--- config.mk ---
export PLATFORM = sky130hd
export DESIGN_NAME = closest_hit_accumulator
export DESIGN_NICKNAME = d
export VERILOG_FILES = /design/src/rtl/closest_hit_accumulator.sv
export SDC_FILE = /design/constraint.sdc
export NUM_CORES = 1
export LEC_CHECK = 0
export CAP_MARGIN = 20
export CORE_MARGIN = 2
export CORE_UTILIZATION = 46
export DETAILED_ROUTE_END_ITERATION = 8
export GPL_ROUTABILITY_DRIVEN = 0
export HOLD_SLACK_MARGIN = 0.08
export PLACE_DENSITY = 0.81
export RECOVER_POWER = 50
export SYNTH_ARGS = -nofsm -noshare
export SYNTH_HDL_FRONTEND = slang
export SYNTH_SLANG_ARGS = --single-unit
--- constraint.sdc ---
create_clock -name clk -period 4.5 [get_ports clk]
set_input_delay 1.125 -clock clk [delete_from_list [all_inputs] [get_ports clk]]
set_output_delay 1.125 -clock clk [all_outputs]
set_load 0.01 [all_outputs]
--- src/rtl/closest_hit_accumulator.sv ---
`default_nettype none
// ============================================================================
// Module   : closest_hit_accumulator
// Purpose  : Folds the per-cycle batch results of one ray into a single final
//            hit record. Closest-hit mode keeps the hit with the smallest T.
//            Any-hit mode keeps the first hit it sees and then drains the
//            remaining batches. The result is offered to shading over a
//            valid/ready handshake.
// Ports    : clk, reset (async, active-high)
//            start / start_any / start_ready  - ray start handshake and mode
//            in_valid / in_ready / in_hit / in_last - batch result stream
//            out_valid / out_ready / out_hit   - final result handshake
//            out_batches                       - accepted batches (saturating)
//            out_early                         - any-hit terminated early
// Hit layout (HIT_W = 81): {bHit[80], T[79:48] (Q16.16 signed),
//            PI[47:32], Bary[31:0]}. Only bHit and T are interpreted.
// Revision : 1.0 - initial release
// ============================================================================
module closest_hit_accumulator #(
  parameter  int CNT_W = 8,
  localparam int HIT_W = 81
) (
  input  logic             clk,
  input  logic             reset,
  input  logic             start,
  input  logic             start_any,
  output logic             start_ready,
  input  logic             in_valid,
  output logic             in_ready,
  input  logic [HIT_W-1:0] in_hit,
  input  logic             in_last,
  output logic             out_valid,
  input  logic             out_ready,
  output logic [HIT_W-1:0] out_hit,
  output logic [CNT_W-1:0] out_batches,
  output logic             out_early
);

  typedef logic signed [31:0] fixed_t;

  typedef struct packed {
    logic        bHit;
    fixed_t      T;
    logic [15:0] PI;
    logic [31:0] Bary;
  } HitData;

  typedef enum logic [1:0] {
    S_IDLE  = 2'd0,
    S_ACCUM = 2'd1,
    S_DRAIN = 2'd2,
    S_DONE  = 2'd3
  } state_t;

  // Largest representable Q16.16 value stands in for "no hit yet".
  function automatic fixed_t FixedInf();
    return 32'sh7FFF_FFFF;
  endfunction

  function automatic HitData hit_cleared();
    HitData h;
    h      = '0;
    h.T    = FixedInf();
    return h;
  endfunction

  state_t             state_q, state_d;
  HitData             acc_q, acc_d;
  logic [CNT_W-1:0]   cnt_q, cnt_d;
  logic               any_q, any_d;
  logic               early_q, early_d;

  HitData             w_in;
  logic               w_accept;
  logic               w_closer;

  assign w_in     = in_hit;
  assign w_accept = in_valid && in_ready;
  // Strictly closer only: an equal T keeps the earlier batch.
  assign w_closer = w_in.bHit && ($signed(acc_q.T) > $signed(w_in.T));

  always_ff @(posedge clk or posedge reset) begin
    if (reset) begin
      state_q <= S_IDLE;
      acc_q   <= hit_cleared();
      cnt_q   <= '0;
      any_q   <= 1'b0;
      early_q <= 1'b0;
    end else begin
      state_q <= state_d;
      acc_q   <= acc_d;
      cnt_q   <= cnt_d;
      any_q   <= any_d;
      early_q <= early_d;
    end
  end

  always_comb begin
    state_d = state_q;
    acc_d   = acc_q;
    cnt_d   = cnt_q;
    any_d   = any_q;
    early_d = early_q;

    case (state_q)
      S_IDLE: begin
        if (start) begin
          acc_d   = hit_cleared();
          cnt_d   = '0;
          any_d   = start_any;
          early_d = 1'b0;
          state_d = S_ACCUM;
        end
      end

      S_ACCUM: begin
        if (w_accept) begin
          if (cnt_q != {CNT_W{1'b1}}) begin
            cnt_d = cnt_q + 1'b1;
          end

          if (any_q) begin
            if (w_in.bHit) begin
              acc_d = w_in;
            end
          end else if (w_closer) begin
            acc_d = w_in;
          end

          // in_last wins over early-out: a hit on the final batch is a
          // normal completion, not an early termination.
          if (in_last) begin
            state_d = S_DONE;
          end else if (any_q && w_in.bHit) begin
            early_d = 1'b1;
            state_d = S_DRAIN;
          end
        end
      end

      S_DRAIN: begin
        if (w_accept && in_last) begin
          state_d = S_DONE;
        end
      end

      S_DONE: begin
        if (out_ready) begin
          state_d = S_IDLE;
        end
      end

      default: begin
        state_d = S_IDLE;
      end
    endcase
  end

  // Every output is a decode of, or a copy of, a register.
  assign start_ready = (state_q == S_IDLE);
  assign in_ready    = (state_q == S_ACCUM) || (state_q == S_DRAIN);
  assign out_valid   = (state_q == S_DONE);
  assign out_hit     = acc_q;
  assign out_batches = cnt_q;
  assign out_early   = early_q;

endmodule
`default_nettype wire

==> results.md <==
- Status: finished, violations left
- Failing checks: capacitance limit, slew limit
- Distinct cells, synth: 39
- Total global-route track usage: 22.3%
- CTS sink cnt: 93
- Post_cts resized: 0
- H-tree depth: 3
- Layout Cells excl Fill: 829
- Core Util, Final: 67.9%
- Detail Route Antenna Nets: 0
- Core box area: between 10000 and 15000 µm²
- Die height: 111 µm
- CTS root buf: clkbuf_16
- Register area share after synthesis: 45.2%
- Share of cells above drive strength 1: 12.6%
- Diode count: 0
- PD cells: 688 nW/µm²
- Maximum Capacitance Violations: 1
- Setup crit end kind: register
- Drt via density: 5.09
- # placed instances: approximately 810
- Post-synthesis cell type with the largest combined area: dfrtp_1
- DR WL/cell: 15.8 µm
- WHS: 0.496 ns
- Commonest cells after routing, fill and taps aside: clkdlybuf4s50_1, nand2_1, inv_1
- Initial Utilization: 47.7%
- First-pass GRT wire length: 22400 µm
- Post-DP HPWL: 9700 µm
- Final Hold Fails: 0
- Clock Tree Buf Depth: 2
- Met2 wire len: around 6500 µm
- Top sig layer: met4
- Slew Limit Fails: 69
- Area contributors post-synth: dfrtp_1, dfstp_2, mux2i_1
- Pin count of the biggest net entering global routing: 83
- Ys Warns: 0
- Port Buffers: 180
- Fin nets: ~810
- Synthesized area: between 5000 and 6000 µm²
- Static Leak: between 3 and 4 nW
- Std-Cell Rows: 38
- Commonest non-fill, non-tap cell in the layout: clkdlybuf4s50_1
- Req. time, crit path: 4.76 ns
- Die area: 12300 µm²
- Vias in the first global route: 4510
- Router iterations before antenna repair: 4
- Aggregate negative setup slack: 0 ns
- RSZ-0062 raised after global routing: false
- DRT met1 WL: about 5300 µm
- Hold Path Class: reg -> reg
- FF+latch count, synth: 93
- Yosys top cell area share: 29.6%
- Antenna violations before repair: 0
- DRT iter0 DRCs: between 100 and 150
- CP startpoint kind: input port
- Worst VDD drop: 0.000369 V
- Syn_nets: approximately 630
- Final setup fails: 0
- DRC Markers: 0
- Crit share post-route: 81.5%
- Congestion Overflow GR: 0
- Vias: 4216
- Clock buffer count from CTS: 9
- Critical path class: in -> reg
- Clock transition at path regs: 0.06 ns
- Buffer count from post-CTS setup fixing: 0
- Avg Inst Size Synth: 10.4 µm²
- CP arrival: 3.93 ns
- Post-CTS Hold Buffers: 0
- Metal3 WL: between 900 and 1000 µm
- Die width: approximately 110 µm
- Final min period: 3.67 ns
- Skew final: 0.00756 ns
- Worst-path maximum fanout: 48
- Max Clock Freq: 273 MHz
- Clk_lat worst skew: about 0.34 ns
- Least-Margin Pin Slew: 1.70 ns
- WL final: about 13000 µm
- Worst rel slew slack: -13.5%
- Ports: 181
- Synth-to-Final Area Change: 42.4%
- Gate Count Post-Synth: 506
- CTS tree: built
## worst max-delay path, stage by stage
cell and delay, ns:
clkdlybuf4s50_1 0.50, inv_1 0.06, ha_1 0.31, nand4_1 0.19
or4_1 0.54, a311o_1 0.29, nand4_1 0.22, buf_12 0.32
mux2_4 0.34
## final timing paths
path | cells after the start | slack (ns) | endpoint | from
max | 9 | 0.83 | out_hit[75] | in_hit[79]
min | 2 | 0.50 | out_hit[48] | out_hit[48]
max reg2reg | 9 | 1.63 | out_hit[75] | state_q[1]
min reg2reg | 2 | 0.50 | out_hit[48] | out_hit[48]
max in group asynchronous | 3 | 1.18 | any_q | reset
min in group asynchronous | 2 | 1.30 | out_hit[79] | reset
## registers in the layout, summed over array words and instances (netlist names)
register	cells
state_q	2
out_batches	8
any_q	1
out_hit	81
out_early	1
## metrics by stage
step,area (µm²),power (mW),setup slack [ns]
after CTS,7460,5.25,0.865
after floorplan,5240,3.29,1.01
after detailed placement,7120,4.34,0.518
after global routing,7460,5.47,0.686
final,7460,5.13,0.831
after global placement,7110,4.24,0.567
## cell type report
| cell class | instances | area [µm²] |
|---|---|---|
| clock buffer | 10 | 229 |
| clock inverter | 6 | 118 |
| fill | 842 | 3520 |
| inverter | 88 | 332 |
| multi-input combinational | 305 | 2370 |
| sequential | 93 | 2370 |
| tap | 140 | 175 |
| timing repair buffer | 187 | 1870 |
## where the power goes
part / internal (mW) / switching (mW) / leakage (nW) / total [mW]
registers: 1.29 / 0.268 / 1.15 / 1.56
logic: 1.41 / 1.28 / 2.06 / 2.69
clock network: 0.549 / 0.330 / 0.165 / 0.879
total: 3.25 / 1.88 / 3.37 / 5.13
## synthesized netlist by cell type
cell type and n:
a221oi_1 1, ha_1 37, clkbuf_1 9, xor2_1 4
a2111o_1 1, nand2b_1 5, nand4_1 14, inv_1 88
o2111a_1 1, o21ai_0 7, or4_1 1, a21oi_1 24
nor4_1 2, a311o_1 1, nand2_1 94, nand3_1 3
a211oi_1 2, mux2_4 30, nor2b_1 3, mux2i_1 51
a211o_1 1, nor3_1 1, a2111oi_0 1, o21bai_1 1
mux2_2 2, buf_12 3, xnor2_1 3, and3_1 2
o22ai_1 1, a21boi_0 1, buf_6 6, dfstp_2 31
nor2_1 5, a31oi_1 1, a31o_2 1, dfrtp_1 62
o211ai_1 2, buf_4 2, o2111ai_1 2
## logic make-up (layout without fill, tap and decap cells)
kind of cell / Yosys count / after routing / share of synthesized area, %
buffers and inverters: 108 / 291 / 9.67
xor gates and xnor gates: 7 / 7 / 1.17
muxes: 83 / 83 / 18.8
adders and majority gates: 37 / 37 / 8.83
and+or+nand+nor: 130 / 130 / 10.7
AOI/OAI and AO/OA: 48 / 48 / 5.68
DFF: 93 / 93 / 45.2
## metal layers
layer  GRT usage, %  up-vias
met5              0        -
met3           6.72       21
li1               -     2022
met2           37.3      161
met1           27.6     2012
met4           7.33        0
Power figures use the tool's default switching activity.
